--- src/rtl/trng_pkg.sv ---
// ---------------------------------------------------------------------------
// trng_pkg
// Shared definitions for the raw-entropy bit collector path:
//   - pair_state_e : von Neumann pair FSM states
//   - DEF_WIDTH    : default packed word width
//   - DEF_OVR_W    : default overrun counter width
//   - PAIR_ONE / PAIR_ZERO : {first, second} pair codes that emit a bit
// ---------------------------------------------------------------------------
package trng_pkg;

    typedef enum logic [1:0] {
        ST_IDLE   = 2'd0,
        ST_FIRST  = 2'd1,
        ST_SECOND = 2'd2
    } pair_state_e;

    localparam int DEF_WIDTH = 8;
    localparam int DEF_OVR_W = 16;

    // {pair_a, b}: 10 emits a one, 01 emits a zero, 00/11 are discarded
    localparam logic [1:0] PAIR_ONE  = 2'b10;
    localparam logic [1:0] PAIR_ZERO = 2'b01;

endpackage

--- src/rtl/trng_bit_collector_vn_debias.sv ---
// ---------------------------------------------------------------------------
// vn_debias
// Von Neumann debiaser: consumes one raw bit per cycle while en is high,
// pairs consecutive bits and emits one unbiased bit for each unequal pair.
// Ports:
//   clk, rst   : clock, asynchronous active-high reset
//   en         : enable; low forces the pair FSM back to IDLE
//   din        : raw input bit
//   emit       : a debiased bit is produced this cycle (combinational)
//   emit_bit   : value of the produced bit (valid with emit)
// ---------------------------------------------------------------------------
module vn_debias
    import trng_pkg::*;
(
    input  logic clk,
    input  logic rst,
    input  logic en,
    input  logic din,
    output logic emit,
    output logic emit_bit
);

    pair_state_e state_q, state_d;
    logic        pair_a_q, pair_a_d;

    // Pair FSM next-state, first-bit capture and emit decode
    always_comb begin
        state_d  = state_q;
        pair_a_d = pair_a_q;
        emit     = 1'b0;
        emit_bit = 1'b0;
        if (!en) begin
            state_d  = ST_IDLE;
            pair_a_d = 1'b0;
        end else begin
            case (state_q)
                // IDLE behaves as FIRST: the bit present when en rises is
                // the first half of the first pair
                ST_IDLE, ST_FIRST: begin
                    pair_a_d = din;
                    state_d  = ST_SECOND;
                end
                ST_SECOND: begin
                    state_d = ST_FIRST;
                    case ({pair_a_q, din})
                        PAIR_ONE: begin
                            emit     = 1'b1;
                            emit_bit = 1'b1;
                        end
                        PAIR_ZERO: begin
                            emit     = 1'b1;
                            emit_bit = 1'b0;
                        end
                        default: begin
                            emit     = 1'b0;
                            emit_bit = 1'b0;
                        end
                    endcase
                end
                default: begin
                    state_d  = ST_IDLE;
                    pair_a_d = 1'b0;
                end
            endcase
        end
    end

    // Pair FSM state and first-bit registers
    always_ff @(posedge clk or posedge rst) begin
        if (rst) begin
            state_q  <= ST_IDLE;
            pair_a_q <= 1'b0;
        end else begin
            state_q  <= state_d;
            pair_a_q <= pair_a_d;
        end
    end

endmodule

--- src/rtl/trng_bit_collector.sv ---
// ---------------------------------------------------------------------------
// trng_bit_collector
// Debiases the sampled raw-entropy stream, packs surviving bits MSB-first
// into WIDTH-bit words and offers them over valid/ready. Words completing
// while the holding register is still occupied are dropped and counted.
// Ports:
//   d_clk, d_rst : clock, asynchronous active-high reset
//   d_input      : raw sampled bit, one per cycle
//   en           : collection enable
//   out_data     : packed word (holding register)
//   out_valid    : holding register holds an unconsumed word
//   out_ready    : downstream accepts when out_valid && out_ready
//   ovr_cnt      : saturating count of dropped words
// ---------------------------------------------------------------------------
module trng_bit_collector
    import trng_pkg::*;
#(
    parameter int WIDTH = DEF_WIDTH,
    parameter int OVR_W = DEF_OVR_W
) (
    input  logic             d_clk,
    input  logic             d_rst,
    input  logic             d_input,
    input  logic             en,
    output logic [WIDTH-1:0] out_data,
    output logic             out_valid,
    input  logic             out_ready,
    output logic [OVR_W-1:0] ovr_cnt
);

    localparam int CNT_W = $clog2(WIDTH);

    logic             emit_s;
    logic             bit_s;
    logic             complete_s;
    logic [WIDTH-1:0] word_s;

    // Only WIDTH-1 bits are ever buffered; the last one arrives with completion
    logic [WIDTH-2:0] shift_q, shift_d;
    logic [CNT_W-1:0] cnt_q, cnt_d;
    logic [WIDTH-1:0] data_q, data_d;
    logic             valid_q, valid_d;
    logic [OVR_W-1:0] ovr_q, ovr_d;

    vn_debias u_vn_debias (
        .clk      (d_clk),
        .rst      (d_rst),
        .en       (en),
        .din      (d_input),
        .emit     (emit_s),
        .emit_bit (bit_s)
    );

    // Packing shift register and bit counter
    always_comb begin
        word_s     = {shift_q, bit_s};
        complete_s = emit_s && (cnt_q == CNT_W'(WIDTH - 1));
        shift_d    = shift_q;
        cnt_d      = cnt_q;
        if (!en || complete_s) begin
            shift_d = '0;
            cnt_d   = '0;
        end else if (emit_s) begin
            shift_d = word_s[WIDTH-2:0];
            cnt_d   = cnt_q + CNT_W'(1);
        end else begin
            shift_d = shift_q;
            cnt_d   = cnt_q;
        end
    end

    // Holding register, handshake and saturating overrun counter
    always_comb begin
        data_d  = data_q;
        valid_d = valid_q;
        ovr_d   = ovr_q;
        if (complete_s) begin
            // A same-cycle handshake frees the slot, so the new word loads
            // without a bubble
            if (!valid_q || out_ready) begin
                data_d  = word_s;
                valid_d = 1'b1;
            end else if (ovr_q != {OVR_W{1'b1}}) begin
                ovr_d = ovr_q + OVR_W'(1);
            end else begin
                ovr_d = ovr_q;
            end
        end else if (valid_q && out_ready) begin
            valid_d = 1'b0;
        end else begin
            valid_d = valid_q;
        end
    end

    // State registers
    always_ff @(posedge d_clk or posedge d_rst) begin
        if (d_rst) begin
            shift_q <= '0;
            cnt_q   <= '0;
            data_q  <= '0;
            valid_q <= 1'b0;
            ovr_q   <= '0;
        end else begin
            shift_q <= shift_d;
            cnt_q   <= cnt_d;
            data_q  <= data_d;
            valid_q <= valid_d;
            ovr_q   <= ovr_d;
        end
    end

    assign out_data  = data_q;
    assign out_valid = valid_q;
    assign ovr_cnt   = ovr_q;

endmodule

--- config.mk ---
export PLATFORM = sky130hd
export DESIGN_NAME = trng_bit_collector
export DESIGN_NICKNAME = d
export VERILOG_FILES = /design/src/rtl/trng_pkg.sv /design/src/rtl/trng_bit_collector_vn_debias.sv /design/src/rtl/trng_bit_collector.sv
export SDC_FILE = /design/constraint.sdc
export NUM_CORES = 1
export LEC_CHECK = 0
export CAP_MARGIN = 5
export CELL_PAD_IN_SITES_DETAIL_PLACEMENT = 0
export CELL_PAD_IN_SITES_GLOBAL_PLACEMENT = 2
export CORE_MARGIN = 2
export CORE_UTILIZATION = 39
export CTS_BUF_LIST = sky130_fd_sc_hd__clkbuf_8
export CTS_CLUSTER_DIAMETER = 150
export DETAILED_ROUTE_END_ITERATION = 10
export PLACE_DENSITY = 0.87
export SLEW_MARGIN = 20
export SYNTH_ARGS = -nofsm -noshare
export SYNTH_HDL_FRONTEND = slang
export SYNTH_HIERARCHICAL = 1
export SYNTH_SLANG_ARGS = --single-unit
--- constraint.sdc ---
create_clock -name d_clk -period 4.8 [get_ports d_clk]
set_input_delay 0.48 -clock d_clk [delete_from_list [all_inputs] [get_ports d_clk]]
set_output_delay 0.48 -clock d_clk [all_outputs]
set_load 0.01 [all_outputs]
# After elaboration in Yosys (flattened, before gate mapping)
# Cells that the tools add are included.
# W data, S select, Z words.
[totals] ramBits=0 wordCells=49 out_inout_bits=25 latch_bits=0 in_bits=5 rom_bits=0 memories=0 regBits=38
[classes] eq_ne=8 magnitude_cmp=0 n_shift=0 reduce_logical=14 div=0 mul=0 addsub=2 n_mux=17 n_bitwise=1
[ops] cell="$add A16 B1 Y16 const B" count=1
[ops] cell="$ne A16 B16 Y1 const B" count=1
[ops] cell="$mux W7" count=2
[ops] cell="$mux W1" count=10
[ops] cell="$mux W3" count=2
[ops] cell="$eq A2 B1 Y1 const B" count=2
[ops] cell="$eq A2 B2 Y1 const B" count=2
[ops] cell="$pmux W2 S2" count=1
[ops] cell="$reduce_and A2 Y1" count=2
[ops] cell="$reduce_bool A2 Y1" count=2
[ops] cell="$reduce_or A2 Y1" count=2
[ops] cell="$add A3 B1 Y3 const B" count=1
[ops] cell="$eq A3 B3 Y1 const B" count=1
[ops] cell="$reduce_and A3 Y1" count=1
[ops] cell="$logic_and A1 B1 Y1" count=2
[ops] cell="$logic_not A1 Y1" count=2
[ops] cell="$logic_not A2 Y1" count=1
[ops] cell="$logic_or A1 B1 Y1" count=2
[ops] cell="$mux W2" count=1
[ops] cell="$ne A2 B1 Y1 const B" count=1
[ops] cell="$ne A2 B2 Y1 const B" count=1
[ops] cell="$pmux W1 S2" count=1
[ops] cell="$not A1 Y1" count=1

# Longest topological paths before layout
[logic_depth] depth_word=8 depth_mapped=7 depth_no_buf=7

# Modules after synthesis
# The synthesis kept the hierarchy.
[modules_own_cells] mod="trng_bit_collector" n_inst=1 seq_area_each_um2=875.8 cells_each=126 area_per_inst_um2=1600.3
[modules_own_cells] mod="vn_debias" n_inst=1 seq_area_each_um2=75.1 cells_each=13 area_per_inst_um2=138.9

# Least setup slack after synthesis
# No wires, ideal clock.
[synth_timing] path_kind="in2reg" start="input port d_input" end="register ovr_q[7], in the netlist ovr_cnt[7]" setup_time_ns=0.079 path_slack_ns=2.587 n_path_buf=0 required_ns=4.721 arrival_time_ns=2.134 cell_stages=7 cell_sequence="inv_1 > ha_1 > nor3_1 > nand4b_4 > or4_1 > nor2_1 > xor2_1"
[synth_between] elab_chain_cells=7 word_cells_on_any_way=8 classes_between="eq/ne: 2; mux: 3; reduce/logical: 3"
[synth_rtl] item="start, declared" line="trng_bit_collector.sv:23" rtl="input logic d_input,"
[synth_rtl] item="$eq A2 B1 Y1 / $eq A2 B2 Y1 (equally long branches)" line="trng_bit_collector_vn_debias.sv:45" rtl="case ({pair_a_q, din})"
[synth_rtl] item="$reduce_or A2 Y1 (no source line) (*)"
[synth_rtl] item="$mux W1 (*)" line="trng_bit_collector_vn_debias.sv:45"
[synth_rtl] item="$mux W1 (*)" line="trng_bit_collector_vn_debias.sv:36" rtl="case (state_q)"
[synth_rtl] item="$mux W1 (*)" line="trng_bit_collector_vn_debias.sv:32" rtl="if (!en) begin"
[synth_rtl] item="net emit_s" line="trng_bit_collector.sv:33" rtl="logic emit_s;"
[synth_rtl] item="$logic_and A1 B1 Y1 (*)" line="trng_bit_collector.sv:57" rtl="complete_s = emit_s && (cnt_q == CNT_W'(WIDTH - 1));"
[synth_rtl] item="$reduce_and A3 Y1 (no source line) (*)"
[synth_rtl] item="end signal, assigned" line="trng_bit_collector.sv:108" rtl="ovr_q <= ovr_d;"
[synth_rtl] item="end, declared" line="trng_bit_collector.sv:43" rtl="logic [OVR_W-1:0] ovr_q, ovr_d;"
# Mark *: on every way through the listed nets, which the timed path passes. The rest lies on a longest branch.
# A chain may end at the register's enable or synchronous reset.

# Final worst setup path
[layout_timing] start="input port d_input" end="register ovr_q[15], in the netlist ovr_cnt[15]"
# Same word-level chain as after synthesis.

==> summary.txt <==
Clock tree
  • Clock buffer depth: 2
  • Hold buffer count at CTS: 0
  • Post-CTS Setup Bufs: 0
  • Worst-Skew Late Latency: 280 ps
  • CTS clk-pin slew, worst paths: 70 ps
  • CTS tree: built
  • CTS buffer count: 5
  • Root Buffer Master: clkbuf_8
  • Clock sinks: 38
  • Post-CTS sizing: 0
  • H-tree lvl count: 2

Power and ir drop
  • Maximum VDD drop: 0.0795 mV
  • Sw frac: 21.1%
  • Clk pwr share: 36.1%
  • Sw power: 0.000114 W
  • Logic pwr share: 4.0%
  • Flop pwr share: 59.9%
  • Cell area power density: 247 mW/mm^2
  • Leak pwr: 1.10 nW
  • Internal power: 0.000426 W

STA
  • RSZ-0062 raised after global routing: false
  • Tmin final: 2530 ps
  • Rel. slew slack: 67.4%
  • Final period utilization: 52.6%
  • Hold_ws: 391 ps
  • Worst-Margin Slew: 489 ps
  • Final setup viols: 0
  • Max Clock Freq: 396 MHz
  • Clock Skews: 2.74 ps
  • Setup TNS: 0 ps
  • Final Hold Fails: 0
  • Slew Limit Fails: 0

Global routing
  • Largest net degree at the start of global routing: 36
  • Initial antenna violation count: 0
  • Total track usage: 14.5%
  • First-pass GRT wire length: 5660 um
  • Vias in the first global route: 1,230
  • Congestion Overflow GR: 0

Detailed routing
  • Vias/cell: 5.14
  • Routed Antenna Nets: 0
  • Total vias in the final route: 1,173
  • Wire per inst: 13.6 um
  • First-pass DRT Iterations: 3
  • Final wirelength: 3100 um
  • DR DRC count: 0
  • Iter 0 DRT Violations: 34

Yosys
  • Synth area leader: dfrtp_1
  • Most common cell in the netlist: dfrtp_1
  • Avg Synthesized Cell Area: 12.5 sq um
  • Sequential share of the synthesized area: 54.7%
  • Synth top cells by count: dfrtp_1 (38), nor2_1 (14), xor2_1 (11)
  • Synth area leaders: dfrtp_1 (55%), mux2_2 (5.8%), xor2_1 (5.5%), mux2i_1 (5.2%), nor2_1 (3.0%)
  • Post-Syn Area: 0.00174 sq mm
  • Async SR Flop Fraction: 100%
  • Ys Warns: 6
  • Top-area cell type share of the netlist area: 54.7%
  • Synth Flop Type: dfrtp_1
  • Gate Count Post-Synth: 139
  • Unique masters post-synth: 33
  • Synthesized Nets: 148
  • EDFF count, synth: 0
  • Yosys reg bits: 38

Run status
  • Outcome: complete, no violations

Die
  • Total Die Area: 0.00501 sq mm
  • Initial Utilization: 40.2%
  • I/O pin count: 30
  • Die Width: 70.8 um
  • Core Region: 0.00432 sq mm
  • Core Rows: 24
  • Die H: 70.8 um

Final layout
  • Final nets: 185
  • Share of layout cells above drive strength 1: 15.3%
  • # diodes: 0
  • Layout Area Growth over Synthesis: 25.7%
  • Layout fillers: 407

Placement
  • Half-perimeter wire length after placement: 2240 um
  • GP Congestion: 0.811
  • PortBufs: 29

Critical path
  • Crit path max fanout: 12
  • Crit path DAT: 2700 ps
  • Critical path required time: 4970 ps
  • Crit Path Class: in2reg
  • Crit start category: input port
  • Critical Path Sink Type: flip-flop

Min path
  • Hold Crit Class: in2async

Job
  • Max cap viols: 0
==> final timing paths <==
| kind | start | end | slack [ps] | depth (start not counted) |
|---|---|---|---|---|
| max | d_input | ovr_cnt[15] | 2270 | 9 |
| min | d_rst | u_vn_debias/pair_a_q | 390 | 2 |
| max reg2reg | u_vn_debias/pair_a_q | ovr_cnt[15] | 2610 | 7 |
| min reg2reg | u_vn_debias/state_q[0] | u_vn_debias/state_q[0] | 500 | 1 |
| max in group asynchronous | d_rst | out_data[3] | 3860 | 3 |
| min in group d_clk | u_vn_debias/state_q[0] | u_vn_debias/state_q[0] | 500 | 1 |
==> registers in the layout (all words and copies together), names as in the netlist <==
name                  flops
shift_q                   7
u_vn_debias/state_q       2
out_data                  8
cnt_q                     3
ovr_cnt                  16
u_vn_debias/pair_a_q      1
out_valid                 1
==> power groups by stage <==
stage               Combinational (W)  Clock [W]  Sequential [W]
CTS                         0.0000225   0.000208        0.000324
floorplan                   0.0000136          0        0.000329
global route                0.0000248   0.000222        0.000324
finish                      0.0000215   0.000195        0.000324
detailed placement          0.0000225          0        0.000330
global placement            0.0000216          0        0.000330
==> logic make-up (layout without fill, tap and decap cells) <==
family | count (synthesis) | in the layout | share of synthesized area [%]
xor gates and xnor gates | 15 | 15 | 7.55
and+or+nand+nor | 52 | 52 | 19.6
muxes | 19 | 19 | 11.9
adders and majority gates | 4 | 4 | 2.88
DFF | 38 | 38 | 54.7
buffers and inverters | 6 | 43 | 1.37
AOI/OAI and AO/OA | 5 | 5 | 2.01
==> worst max-delay path, cell delays in order <==
cell and delay (ps):
clkdlybuf4s50_1 470, inv_1 50, ha_1 300, nor3_2 160, buf_4 260, nand4b_4 210, nor4_4 370, nand3_1 130
mux2_2 280
==> per-layer routing <==
layer	vias up	GRT usage [%]	wire, um
li1	562	-	-
met1	581	16.9	1340
met2	24	24.2	1560
met3	6	4.99	131
met4	0	6.50	64
met5	-	0	0
==> final cells by class <==
type	instances	area, sq um	share of cell area (%)
multi-input cells	95	769	35.2
clock inverters	2	7.51	0.343
repair buffers	31	305	14.0
flip-flops and latches	38	951	43.5
clock buffers	5	68.8	3.15
well taps	52	65.1	2.98
inverters	5	18.8	0.859
==> cells in the final DEF, fill, tap and decap left out, types with 2 or more instances in the layout <==
cell             instances
and3_1                   2
and4_1                   2
buf_4                    2
clkbuf_8                 5
clkdlybuf4s50_1         29
dfrtp_1                 38
ha_1                     4
inv_1                    7
mux2_2                   9
mux2i_1                  9
nand2_1                  6
nand3_1                  6
nand4_1                  3
nand4_2                  2
nor2_1                  14
nor3_1                   3
nor3b_1                  2
nor4_4                   2
xnor2_1                  4
xor2_1                  11
==> stage by stage <==
stage / area [sq um] / utilization, % / worst slack, ps / instances / total power [W]
final: 2190 / 50.5 / 2270 / 228 / 0.000541
after global routing: 2190 / 50.5 / 2140 / 228 / 0.000570
after CTS: 2190 / 50.5 / 2280 / 228 / 0.000554
after detailed placement: 2110 / 48.8 / 1960 / 221 / 0.000352
after global placement: 2110 / 48.8 / 2020 / 221 / 0.000351
after floorplan: 1740 / - / 2590 / 139 / 0.000343
Note: power is estimated with default switching activity, not from simulation.
